==> src/rtl/step_seq_pkg.sv <==
// Shared types and constants for the step sequencer and its button debouncers.
package step_seq_pkg;

   localparam int STEP_W = 3;

   typedef enum logic [1:0] {
      IDLE         = 2'd0,
      PRESS_WAIT   = 2'd1,
      HELD         = 2'd2,
      RELEASE_WAIT = 2'd3
   } deb_state_t;

endpackage

==> src/rtl/button_debounce.sv <==
// Two-flop synchroniser plus press/release debounce FSM; press pulses once per accepted press.
//
// state        | meaning
// IDLE         | button released and stable, waiting for a press
// PRESS_WAIT   | press seen, counting stable-high cycles
// HELD         | press accepted, waiting for release
// RELEASE_WAIT | release seen, counting stable-low cycles
module button_debounce
   import step_seq_pkg::*;
#(
   parameter int DEB_CYCLES = 1000000
) (
   input  logic clk,
   input  logic rst_n,
   input  logic raw,
   output logic press
);

   localparam int CW = $clog2(DEB_CYCLES);
   localparam logic [CW-1:0] CNT_LAST = CW'(DEB_CYCLES - 1);

   logic       sync_q1;
   logic       sync_q2;
   deb_state_t state;
   logic [CW-1:0] cnt;

   always_ff @(posedge clk or negedge rst_n) begin
      if (!rst_n) begin
         sync_q1 <= 1'b0;
         sync_q2 <= 1'b0;
      end else begin
         sync_q1 <= raw;
         sync_q2 <= sync_q1;
      end
   end

   always_ff @(posedge clk or negedge rst_n) begin
      if (!rst_n) begin
         state <= IDLE;
         cnt   <= '0;
      end else begin
         case (state)
            IDLE: begin
               if (sync_q2) begin
                  state <= PRESS_WAIT;
                  cnt   <= '0;
               end
            end
            PRESS_WAIT: begin
               if (!sync_q2)
                  state <= IDLE;
               else if (cnt == CNT_LAST)
                  state <= HELD;
               else
                  cnt <= cnt + CW'(1);
            end
            HELD: begin
               if (!sync_q2) begin
                  state <= RELEASE_WAIT;
                  cnt   <= '0;
               end
            end
            RELEASE_WAIT: begin
               if (sync_q2)
                  state <= HELD;
               else if (cnt == CNT_LAST)
                  state <= IDLE;
               else
                  cnt <= cnt + CW'(1);
            end
            default: state <= IDLE;
         endcase
      end
   end

   // Decoded from flops only: high in the cycle whose closing edge enters HELD.
   assign press = (state == PRESS_WAIT) && sync_q2 && (cnt == CNT_LAST);

endmodule

==> src/rtl/step_sequencer.sv <==
// Prescaled 3-bit up/down step counter with debounced gray-mode toggle.
// Optional STEP_SEQ_SINGLE_STEP_EN adds a STEP_BTN input for manual stepping while paused.
module step_sequencer
   import step_seq_pkg::*;
#(
   parameter int TICK_DIV   = 50000000,
   parameter int DEB_CYCLES = 1000000
) (
   input  logic              clk,
   input  logic              rst_n,
   input  logic              EN,
   input  logic              DIR,
   input  logic              MODE_BTN,
`ifdef STEP_SEQ_SINGLE_STEP_EN
   input  logic              STEP_BTN,
`endif
   output logic [STEP_W-1:0] A,
   output logic              USE_GRAY,
   output logic              TICK
);

   localparam int PRE_W = $clog2(TICK_DIV);
   localparam logic [PRE_W-1:0] PRE_LAST = PRE_W'(TICK_DIV - 1);

   logic [PRE_W-1:0]  pre_cnt;
   logic [STEP_W-1:0] next_a;
   logic              mode_press;
   logic              manual_step;

   button_debounce #(.DEB_CYCLES(DEB_CYCLES)) u_mode_deb (
      .clk   (clk),
      .rst_n (rst_n),
      .raw   (MODE_BTN),
      .press (mode_press)
   );

`ifdef STEP_SEQ_SINGLE_STEP_EN
   logic step_press;

   button_debounce #(.DEB_CYCLES(DEB_CYCLES)) u_step_deb (
      .clk   (clk),
      .rst_n (rst_n),
      .raw   (STEP_BTN),
      .press (step_press)
   );

   // Gating on the live EN also drops a press that lands on the cycle EN rises.
   assign manual_step = step_press && !EN;
`else
   assign manual_step = 1'b0;
`endif

   assign next_a = DIR ? (A + STEP_W'(1)) : (A - STEP_W'(1));

   always_ff @(posedge clk or negedge rst_n) begin
      if (!rst_n) begin
         pre_cnt  <= '0;
         A        <= '0;
         USE_GRAY <= 1'b0;
         TICK     <= 1'b0;
      end else begin
         TICK <= 1'b0;
         if (mode_press)
            USE_GRAY <= ~USE_GRAY;
         if (EN) begin
            if (pre_cnt == PRE_LAST) begin
               pre_cnt <= '0;
               A       <= next_a;
               TICK    <= 1'b1;
            end else begin
               pre_cnt <= pre_cnt + PRE_W'(1);
            end
         end else if (manual_step) begin
            A    <= next_a;
            TICK <= 1'b1;
         end
      end
   end

endmodule
==> config.mk <==
export PLATFORM = sky130hd
export DESIGN_NAME = step_sequencer
export DESIGN_NICKNAME = d
export VERILOG_FILES = /design/src/rtl/step_seq_pkg.sv /design/src/rtl/button_debounce.sv /design/src/rtl/step_sequencer.sv
export SDC_FILE = /design/constraint.sdc
export NUM_CORES = 1
export LEC_CHECK = 0
export ABC_AREA = 1
export CORE_ASPECT_RATIO = 0.6
export CORE_MARGIN = 4
export CORE_UTILIZATION = 62
export DETAILED_ROUTE_END_ITERATION = 8
export PLACE_DENSITY_LB_ADDON = 0.1
export SYNTH_ARGS = -nofsm -noshare
export SYNTH_HDL_FRONTEND = slang
export SYNTH_HIERARCHICAL = 1
export SYNTH_SLANG_ARGS = --single-unit
==> constraint.sdc <==
create_clock -name clk -period 1.7 [get_ports clk]
set_clock_uncertainty 0.1 [all_clocks]
set_input_delay 0.425 -clock clk [delete_from_list [all_inputs] [get_ports clk]]
set_output_delay 0.425 -clock clk [all_outputs]
set_load 0.01 [all_outputs]
==> results of run 1 <==
report_power, final:
part | internal, mW | total [mW] | switching [mW]
combinational | 0.282 | 0.784 | 0.502
clock | 0.432 | 0.887 | 0.455
sequential | 1.43 | 1.61 | 0.174
timing repair:
item / CTS / global route
endpoints found under the setup margin: 25 / 45
hold buffers: 0 / 0
gates cloned: 0 / 1
pin swaps: 0 / 3
gates resized for setup: 7 / 40
setup buffers: 4 / 6
final timing paths:
check                                        startpoint                       endpoint  slack, ns  cells after the start
min in group clk           u_mode_deb/sync_q1$_DFF_PN0_   u_mode_deb/sync_q2$_DFF_PN0_       0.27                      0
min reg2reg                u_mode_deb/sync_q1$_DFF_PN0_   u_mode_deb/sync_q2$_DFF_PN0_       0.27                      0
max reg2reg                      pre_cnt[0]$_DFFE_PN0P_        pre_cnt[14]$_DFFE_PN0P_       0.02                      8
max in group asynchronous                         rst_n  u_mode_deb/cnt[7]$_DFFE_PN0P_       1.24                      2
max                              pre_cnt[0]$_DFFE_PN0P_        pre_cnt[14]$_DFFE_PN0P_       0.02                      8
min                                               rst_n        pre_cnt[15]$_DFFE_PN0P_     -0.009                      2
flip-flops by register name (all words and copies together) (netlist names), named ones only:
signal,cells
USE_GRAY,1
u_mode_deb/sync_q1,1
u_mode_deb/state,1
u_mode_deb/sync_q2,1
TICK,1
A,3
u_mode_deb/cnt,20
pre_cnt,26
cell usage after synthesis:
master / number / area (sq um)
o21ai_0: 15 / 75.07
nand3b_1: 3 / 22.52
a21oi_1: 3 / 15.01
fa_1: 1 / 20.02
nor3_2: 1 / 10.01
nand2_2: 5 / 31.28
ha_1: 3 / 37.54
nand3_2: 6 / 60.06
or2_2: 2 / 12.51
inv_1: 59 / 221.5
nor2_2: 9 / 56.30
xor2_1: 9 / 78.83
nand4_1: 6 / 37.54
nor2_4: 5 / 56.30
inv_2: 1 / 3.750
o21bai_1: 6 / 45.04
nor3_1: 6 / 30.03
dfrtp_1: 55 / 1376
and2_1: 2 / 12.51
buf_6: 2 / 22.52
nand2_1: 153 / 574.3
nor2_1: 79 / 296.5
buf_2: 3 / 15.01
xnor2_1: 5 / 43.79
nor4_1: 1 / 6.260
nand2_4: 2 / 22.52
a21o_1: 1 / 7.510
nand3_1: 56 / 280.3
o21ai_1: 2 / 10.01
layer usage:
metal | track usage, % | share of wire, %
met2 | 38.18 | 41
met3 | 9.171 | 12
met5 | 0 | 0
met1 | 42.48 | 47
met4 | 3.764 | 0.33
cells by family (layout without fill, tap and decap cells):
family | count (synthesis) | after routing | synth area share [%]
xor+xnor | 14 | 14 | 3.523
flops | 55 | 55 | 39.54
buf+inv | 65 | 106 | 7.548
simple gates | 336 | 336 | 43.35
compound gates | 27 | 27 | 4.385
fa+ha+maj | 4 | 4 | 1.654
layout make-up:
cell class                      count  share of cell area [%]
Clock buffer                        5                   1.671
Tap cell                           66                   2.005
Sequential cell                    55                   33.64
Inverter                           60                   5.530
Timing Repair Buffer               39                   8.508
Multi-Input combinational cell    381                   47.74
Clock inverter                      2                  0.9116
critical path, stage by stage (launching register included):
cell and delay, ns:
dfrtp_1 0.42, ha_1 0.22, nand3_4 0.12, inv_4 0.12, nand2_2 0.10, nor2_2 0.17, nand3_4 0.16, nand2_1 0.12
nor2_1 0.04
==> results by group, run 1 <==
Critical path
  • Setup CP Type: flop to flop
  • CP Max Fanout: 9
  • Arrival time worst endpoint: 1.78 ns
  • CP Capture Type: flop
  • Crit start category: flop
  • Worst Path Required: 1.81 ns

STA
  • Final Hold Fails: 18
  • Final WS setup: 0.02384 ns
  • Slew Viols, Final: 0
  • Worst Hold Margin: -0.008870 ns
  • Max Clk Rate: 596.6 MHz
  • Post-route clock period utilization: 98.60%
  • Setup violations, final: 0
  • TNS Setup: 0 ns
  • Worst slew margin relative to its limit: 73.95%
  • RSZ-0062 raised after global routing: true
  • Crit path time final: 1.676 ns
  • Slew @ Worst Pin: 0.3887 ns

Synthesis
  • Sequential area share after synthesis: 39.54%
  • Post-synth net total: 510
  • Syn Area/Cell: 6.948 sq um
  • Synthesized instance count: 501
  • Seq cells post-synth: 55
  • Post-Syn Area: 3481 sq um
  • Synth unique cells: 29
  • Synth warnings: 6

Route
  • Vias per cell: 5.752
  • Antenna-violating nets left: 0
  • DRT Pass-1 Iters: 6
  • DR WL/cell: 15.32 um
  • Routed WL: 9312 um
  • First DRT Iteration DRCs: 419
  • Via count: 3497
  • Residual DRC count: 0

CTS
  • Clock H-tree levels: 2
  • Total CTS buffers: 5
  • CTS tree: yes
  • Clock Root Buffer: clkbuf_8
  • Clock Path Buffers: 2
  • Later-pin clock latency in the skew report: 0.31 ns
  • CTS sink count: 55
  • Reg clk slew, reported paths: 0.10 ns

Cells and area
  • Post-layout util: 78.73%
  • Fill cell count: 379
  • Commonest cells after routing, fill and taps aside: 150 x nand2_1, 67 x nor2_1, 57 x inv_1
  • N_diodes: 0
  • Multi-input logic area: 1966 sq um
  • Design Area, Final: 4118 sq um
  • Final nets: 551
  • Fin cells: 608
  • Register area: 1385 sq um
  • Synth-to-Final Area Change: 18.30%
  • Layout cells sized above 1: 18.08%
  • Most common cell after layout, fill and taps aside: nand2_1

Status
  • Failing checks: hold timing
  • Status: complete, but fails checks

Placement
  • Pre-CTS WS: -0.2476 ns
  • Placed inst area: 3779 sq um
  • Placed insts: 590
  • Placer Congestion: 0.9594
  • Post-detail-place hpwl: 6375 um
  • IO buf count: 9

Floorplanning
  • Ports: 10
  • Initial Util: 66.56%
  • Die X: 104.7 um
  • Die area: 6916 sq um
  • Core area: 5230 sq um
  • Die H: 66.04 um
  • # rows: 20

Global route
  • Pin count of the biggest net entering global routing: 56
  • First-pass GRT wire length: 15340 um
  • Initial antenna violation count: 0
  • Vias in the first global route: 3171
  • GRT Total Usage: 27.65%
  • GR Overflow Total: 0

Pwr
  • VDD IR max: 806.1 uV
  • Final Total Pwr: 3.278 mW
  • PD cells: 796.1 nW/um^2
  • Leakage: 1.975 nW

Job
  • Max_cap viols: 0

Worst hold path
  • HP Class: input port to asynchronous set/reset pin
No activity file was read; power rests on OpenSTA's default activity.
==> run 2, diff against run 1 <==
CORE_UTILIZATION = 63   (was 62)
CTS_BUF_LIST = sky130_fd_sc_hd__clkbuf_8   (was unset)
HOLD_SLACK_MARGIN = 0.06   (was unset)
==> run 2 against run 1 <==
The run now ends clean. Sequential power about the same. First-iteration DRC count is 13% lower. Setup slack improved by 0.047 ns. Utilization is 0.090 points higher. Register-to-register slack improved by 0.05 ns. Global-route usage down 0.44 points. Die area shrank 1.4%. Non-clock buffer count up 1. Total power down 2.2%. Flip-flop and latch count unchanged. Fmax up 2.9%. Critical path type unchanged. Largest power group unchanged.
==> results by group, run 2 (synthesis gave the netlist of run 1 again) <==
Cells and area
  • Layout cells sized above 1: 16.91%
  • Final nets: 553
  • Max reg flops: 26
  • Design Area, Final: 4103 sq um
  • Fill cell count: 394
  • N_diodes: 0
  • Regs by FF count: pre_cnt (26), u_mode_deb/cnt (20), A (3)
  • Post-layout util: 78.82%
  • Most common cell after layout, fill and taps aside: nand2_1
  • Multi-input logic area: 1951 sq um
  • Register area: 1384 sq um
  • Commonest cells after routing, fill and taps aside: 150 x nand2_1, 71 x nor2_1, 58 x inv_1
  • Largest Register: pre_cnt
  • Synth-to-Final Area Change: 17.86%

Worst hold path
  • Hold Startpoint: u_mode_deb/sync_q1$_DFF_PN0_
  • Hold depth: 0
  • Hold worst-path end: u_mode_deb/sync_q2$_DFF_PN0_
  • HP Class: flop to flop

STA
  • Worst Hold Margin: 0.2751 ns
  • Slew Viols, Final: 0
  • Final Hold Fails: 0
  • RSZ-0062 raised after global routing: true
  • Post-route clock period utilization: 95.82%
  • Final WS setup: 0.07114 ns
  • Worst slew margin relative to its limit: 75.50%
  • Slew @ Worst Pin: 0.3647 ns
  • Crit path time final: 1.629 ns
  • Max Clk Rate: 613.9 MHz
  • Setup violations, final: 0

Route
  • First DRT Iteration DRCs: 364
  • DR WL/cell: 14.69 um
  • Routed WL: 8959 um
  • Via count: 3406
  • Vias per cell: 5.584
  • Residual DRC count: 0
  • DRT Pass-1 Iters: 5
  • Antenna-violating nets left: 0

Critical path
  • Crit path cell chain: nand2_2 -> nor2_1 -> nand3_1 -> nand3b_1 -> nand2_2 -> buf_4 -> o21ai_0
  • Worst Path Required: 1.80 ns
  • Setup CP Type: flop to flop
  • Slowest stage delay, CP: 0.43 ns
  • Crit-path most repeated cell: nand2_2
  • Reg-to-reg startpoint: u_mode_deb/cnt[5]$_DFFE_PN0P_
  • Crit path depth: 7
  • Crit path buffers/inverters: 1
  • CP Max Fanout: 6
  • Arrival time worst endpoint: 1.73 ns
  • Slowest-stage cell, CP: dfrtp_1
  • R2R cell count: 7
  • Crit start category: flop
  • Reg2reg end: u_mode_deb/cnt[5]$_DFFE_PN0P_
  • Internal reg-to-reg setup slack: 0.07 ns
  • CP Capture Type: flop
  • Crit-path leading delay family: simple AND/OR/NAND/NOR gates

Floorplanning
  • Die area: 6817 sq um
  • Die H: 65.58 um
  • Initial Util: 66.87%
  • Ports: 10
  • # rows: 20
  • Die X: 104.0 um
  • Core area: 5205 sq um

Placement
  • Placed inst area: 3799 sq um
  • IO buf count: 9
  • Pre-CTS WS: -0.2837 ns
  • Post-detail-place hpwl: 6433 um
  • Placer Congestion: 0.9791

Pwr
  • Sequential share of power: 50.1%
  • Leakage: 1.976 nW
  • Clk pwr share: 27.0%
  • VDD IR max: 612.1 uV
  • Int Power: 2.126 mW
  • Switch Pwr: 1.080 mW
  • PD cells: 781.4 nW/um^2
  • Switching Fraction: 33.68%
  • Logic pwr share: 22.8%

Global route
  • Initial antenna violation count: 0
  • Vias in the first global route: 2978
  • GRT Total Usage: 27.21%
  • Pin count of the biggest net entering global routing: 36
  • First-pass GRT wire length: 14700 um
  • GR Overflow Total: 0

CTS
  • Total CTS buffers: 5
  • Later-pin clock latency in the skew report: 0.31 ns
  • Clock Path Buffers: 2
  • CTS tree: yes
  • Reg clk slew, reported paths: 0.10 ns
  • CTS sink count: 55
  • Clock Root Buffer: clkbuf_8
  • Clock H-tree levels: 2

Status
  • Status: finished, final reports clean

Job
  • Max_cap viols: 0
==> run 2: per-layer routing <==
metal	share of wire, %	vias up	track usage (%)
met5	0.23	-	0
met4	0.70	2	5.141
met3	12	8	7.655
met2	38	172	34.63
met1	49	1566	44.50
li1	-	1658	-
==> run 2: power by group through the flow <==
stage | Combinational [mW] | Sequential (mW) | Clock (mW)
5_1_grt | 0.819 | 1.63 | 0.949
3_5_place_dp | 0.680 | 1.63 | 0
4_1_cts | 0.687 | 1.60 | 0.884
3_3_place_gp | 0.659 | 1.62 | 0
2_1_floorplan | 0.503 | 1.58 | 0
6_report | 0.732 | 1.61 | 0.867
==> run 2: cell type report <==
cell class                 instances  area share [%]
multi-input combinational        382           47.55
clock inverter                     2          0.9149
inverter                          60           5.489
clock buffer                       5           1.677
timing repair buffer              40           8.631
sequential                        55           33.73
tap                               66           2.013
==> run 2: worst max path at each step <==
stage,from,end
after global placement,EN,pre_cnt[21]$_DFFE_PN0P_
after floorplan,u_mode_deb/cnt[0]$_DFFE_PN0P_,u_mode_deb/cnt[16]$_DFFE_PN0P_
after global routing,u_mode_deb/cnt[1]$_DFFE_PN0P_,u_mode_deb/cnt[19]$_DFFE_PN0P_
after CTS,pre_cnt[0]$_DFFE_PN0P_,pre_cnt[19]$_DFFE_PN0P_
after detailed placement,EN,pre_cnt[22]$_DFFE_PN0P_
final,u_mode_deb/cnt[5]$_DFFE_PN0P_,u_mode_deb/cnt[5]$_DFFE_PN0P_
==> run 2: worst register-to-register path, stage by stage (launching register included) <==
cell and delay [ns]:
dfrtp_1 0.43, nand2_2 0.10, nor2_1 0.13, nand3_1 0.12, nand3b_1 0.25, nand2_2 0.15, buf_4 0.16, o21ai_0 0.08
==> run 2: timing repair <==
action,4_1_cts,5_1_grt
cloned,0,1
endpoints found under the hold margin,12,0
setup endpoints to repair,25,44
pin swaps,0,2
hold buffers,1,0
resized for setup,8,30
buffers inserted,1,9
==> run 2: metrics by stage <==
stage	total power, mW	setup TNS [ns]	std cells
global placement	2.278	-4.308	591
CTS	3.171	0	600
global route	3.399	-0.09698	610
finish	3.206	0	610
detailed placement	2.306	-5.381	591
floorplan	2.085	0	501
==> edit 1, RTL diff (config.mk and constraints of run 1) <==
The parameter `TICK_DIV` goes from 50000000 to 100000000.
--- a/src/rtl/step_sequencer.sv
+++ b/src/rtl/step_sequencer.sv
@@ -3,7 +3,7 @@
 module step_sequencer
    import step_seq_pkg::*;
 #(
-   parameter int TICK_DIV   = 50000000,
+   parameter int TICK_DIV   = 100000000,
    parameter int DEB_CYCLES = 1000000
 ) (
    input  logic              clk,
Function: same outputs for any inputs over 10 cycles, from zero or initial values and one cycle with rst_n low; that may be too few to reach the edited logic, so the function may still have changed.
==> edit 1 against run 1 <==
- the flow finishes with violations (negative hold slack, negative setup slack)
- wire length is essentially flat
- core utilization shrank 3.5 points
- critical path depth shrank 1
- cell area grew 1.8%
- sequential cell count grew 1
- count of clock-buffer cells in the layout is the same
- power shrank 6.0%
- setup slack lost 0.033 ns
- global-route usage shrank 0.083 points
- area after synthesis grew 2.0%
- critical path type unchanged
- largest power group unchanged
==> edit 1: results <==
synth:
  synthFlopType: "dfrtp_1"
  synth_warnings: 6
  synthTopCellsByCount: "nand2_1 (161), nor2_1 (86), inv_1 (60)"
  syn_nets: 525
  seq_area_frac_synth_pct: 39.5
  synth_cell_types: 30
  async_reset_ff_share_pct: 100
  synthTopCellsByArea: "dfrtp_1 (39%), nand2_1 (17%), nor2_1 (9.1%)"
placed_design:
  dp_slack_ns: -0.252
  place_congestion: 0.941
  dp_hpwl_um: 6910
  numPortBuffers: 9
route:
  dr.pass1.iters: 5
  drt-initial-drc-count: 332
  via_per_inst: 5.32
  wl_per_cell_um: 14.5
worst_hold_path:
  holdCritPathClass: "in2async"
clocking:
  cts_buffers: 5
  clockBufferDepth: 2
  cts-root-buf: "clkbuf_8"
  cts.clk_slew.worst_paths_ns: 0.10
  cts_max_level: 2
  insertion_delay_ns: 0.32
sta:
  hold_slack_ns: -0.0161
  hold_violations: 12
  tns_ns: -0.00950
  worst_slack_ns: -0.00950
  finalSetupViolations: 1
  timing.slew.headroom_pct: 72.6
grt:
  grt_max_degree: 57
  grt_first_pass_wirelength_um: 15100
  track_usage_pct: 27.6
  antenna_found_initial: 0
  grt_pass1_vias: 3080
run_status:
  violations: "negative hold slack, negative setup slack"
  outcome: "complete, but fails checks"
final_layout:
  fillCellCount: 456
  diodes: 0
  nets: 568
  top_regs: "pre_cnt: 27 flops, u_mode_deb/cnt: 20 flops, A: 3 flops"
  drive_gt1_share_pct: 17.7
setup_path:
  regToRegStartpoint: "u_mode_deb/cnt[1]"
  cp.arrival_ns: 1.83
  worstRegToRegCells: 7
  cp_max_fo: 5
  timing.rr.end: "u_mode_deb/cnt[3]"
  worst_path_largest_cell_delay_ns: 0.41
  cp_top_family: "simple AND/OR/NAND/NOR gates"
  crit_slowest_cell: "dfrtp_1"
power:
  p_leak_nw: 2.00
  ir_drop_mv: 0.702
## edit 1: cell types whose count changed in the layout (fill, tap and decap cells not counted), sizes merged, moves of 2 or more
cell and delta:
nand4 -2, nand3 -7, inv +3, buf +2
nand2 +10, nor2 +11, a21oi +4, o21bai -3
## edit 1: area by class of cell
type                            count  share of cell area (%)
Clock inverter                      2                    1.43
Multi-Input combinational cell    394                    47.2
Tap cell                           80                    2.39
Inverter                           63                    5.64
Sequential cell                    56                    33.7
Clock buffer                        5                    1.64
Timing Repair Buffer               40                    8.03
## edit 1: through the flow
stage          instances  hold WS, ns  instance area [um^2]
3_5_place_dp         627        0.237                  3910
2_1_floorplan        517       0.0294                  3550
3_3_place_gp         627        0.235                  3910
5_1_grt              640       0.0104                  4190
6_report             640      -0.0161                  4190
4_1_cts              636      0.00855                  4070
## edit 1: cells by family after synthesis
family	synth area share (%)
AOI/OAI and AO/OA	4.23
DFF	39.5
xor gates and xnor gates	3.70
and+or+nand+nor	43.3
adders and majority gates	1.27
buffers and inverters	8.03
## edit 1: layer usage
layer  vias to the layer above  track usage, %  part of all wire [%]
met5                         -               0                     0
met4                         0            5.01                  0.51
met3                         5            6.00                    10
met2                       149            36.9                    39
met1                      1563            44.7                    50
li1                       1690               -                     -
## edit 1: what timing repair did
action / in CTS / in global routing
gates resized for setup: 9 / 31
setup buffers: 2 / 3
cloned: 0 / 1
endpoints found under the setup margin: 26 / 38
pin swaps: 0 / 2
## edit 1: worst max path at each step
stage	slack, ns	from	cells after the start	end
detailed placement	-0.25	EN	6	pre_cnt[16]
finish	-0.009	u_mode_deb/cnt[1]	7	u_mode_deb/cnt[3]
floorplan	0.17	u_mode_deb/cnt[0]	7	u_mode_deb/cnt[16]
global route	-0.06	u_mode_deb/cnt[0]	7	u_mode_deb/cnt[3]
CTS	0.01	u_mode_deb/cnt[7]	6	USE_GRAY
global placement	-0.19	EN	7	pre_cnt[5]
## edit 1: power by group
group	switching, mW	internal [mW]
logic	0.328	0.194
clock network	0.444	0.580
registers	0.104	1.43
==> edit 2, RTL diff (config.mk and constraints of run 1) <==
Without the edit above. Add an input register stage for `DIR` and `MODE_BTN`, cleared by the reset; this delays them by one clock. The other inputs are not delayed to match.
--- a/src/rtl/step_sequencer.sv
+++ b/src/rtl/step_sequencer.sv
@@ -22,6 +22,19 @@
    localparam int PRE_W = $clog2(TICK_DIV);
    localparam logic [PRE_W-1:0] PRE_LAST = PRE_W'(TICK_DIV - 1);
 
+   logic DIR_q;
+   logic MODE_BTN_q;
+
+   always_ff @(posedge clk or negedge rst_n) begin
+      if (!rst_n) begin
+         DIR_q      <= '0;
+         MODE_BTN_q <= '0;
+      end else begin
+         DIR_q      <= DIR;
+         MODE_BTN_q <= MODE_BTN;
+      end
+   end
+
    logic [PRE_W-1:0]  pre_cnt;
    logic [STEP_W-1:0] next_a;
    logic              mode_press;
@@ -30,7 +43,7 @@
    button_debounce #(.DEB_CYCLES(DEB_CYCLES)) u_mode_deb (
       .clk   (clk),
       .rst_n (rst_n),
-      .raw   (MODE_BTN),
+      .raw   (MODE_BTN_q),
       .press (mode_press)
    );
 
@@ -50,7 +63,7 @@
    assign manual_step = 1'b0;
 `endif
 
-   assign next_a = DIR ? (A + STEP_W'(1)) : (A - STEP_W'(1));
+   assign next_a = DIR_q ? (A + STEP_W'(1)) : (A - STEP_W'(1));
 
    always_ff @(posedge clk or negedge rst_n) begin
       if (!rst_n) begin
Check against the original RTL: same outputs for any inputs over 10 cycles, from zero or initial values and one cycle with rst_n low; that may be too few to reach the edited logic, so the function may still have changed.
==> edit 2 against run 1 <==
- sequential cell count up 2
- setup slack worse by 0.011 ns
- area after synthesis up 1.4%
- cell area up 2.6%
- via count down 0.51%
- sequential share of layout area up 0.29 points
- power up 13%
- wire length up 1.7%
==> edit 2: results <==
run_status:
  outcome: "completed"
setup_path:
  cp_max_fo: 6
  worst_path_largest_cell_delay_ns: 0.40
  crit_end: "u_mode_deb/cnt[4]"
sta:
  hold_slack_ns: 0.256
  tightest_slew_ns: 0.336
synth:
  synthTopCellsByCount: "nand2_1 (153), nor2_1 (79), inv_1 (59)"
  syn_nets: 512
  avgSynthCellArea_um2: 7.02
  synthTopCellsByArea: "dfrtp_1 (40%), nand2_1 (16%), nor2_1 (8.4%)"
clocking:
  cts_buffers: 9
  insertion_delay_ns: 0.34
grt:
  use_met2_pct: 41.3
  top_usage_layer: "met2"
  grt_first_pass_wirelength_um: 15300
  grt_max_degree: 58
  grt_pass1_vias: 3201
  track_usage_pct: 28.5
  met3_usage_pct: 10.3
route:
  dr.pass1.iters: 8
  route.met3.wl_um: 1130
  vias: 3479
  wl_per_cell_um: 15.1
  met1_length_um: 4380
power:
  p_seq_share_pct: 45.1
  power_density_nw_per_um2: 876
worst_hold_path:
  holdCritPathClass: "reg2reg"
final_layout:
  nets: 556
  fillCellCount: 369
placed_design:
  placed_area_um2: 3860
  place_inst: 606
  dp_slack_ns: -0.193
  dp_hpwl_um: 6560
floorplan:
  core_area_um2: 5280
## edit 2: logic make-up after synthesis
logic type / after synthesis / share of synthesized area (%)
AND/OR/NAND/NOR: 336 / 42.7
buffers and inverters: 65 / 7.44
flip-flops: 57 / 40.4
AO/OA/AOI/OAI: 27 / 4.32
XOR/XNOR: 14 / 3.47
adder cells (fa/ha/maj): 4 / 1.63
## edit 2: area by class of cell
type | instances | area share (%)
well taps | 77 | 2.28
repair buffers | 38 | 7.67
flip-flops and latches | 57 | 33.9
multi-input cells | 381 | 46.1
clock inverters | 5 | 1.30
inverters | 60 | 5.39
clock buffers | 11 | 3.35
## edit 2: what timing repair did
item,in CTS,in global routing
setup buffers,2,4
hold buffers,1,0
pin swaps,0,2
gates resized for setup,9,30
hold endpoints to repair,54,0
endpoints found under the setup margin,27,44
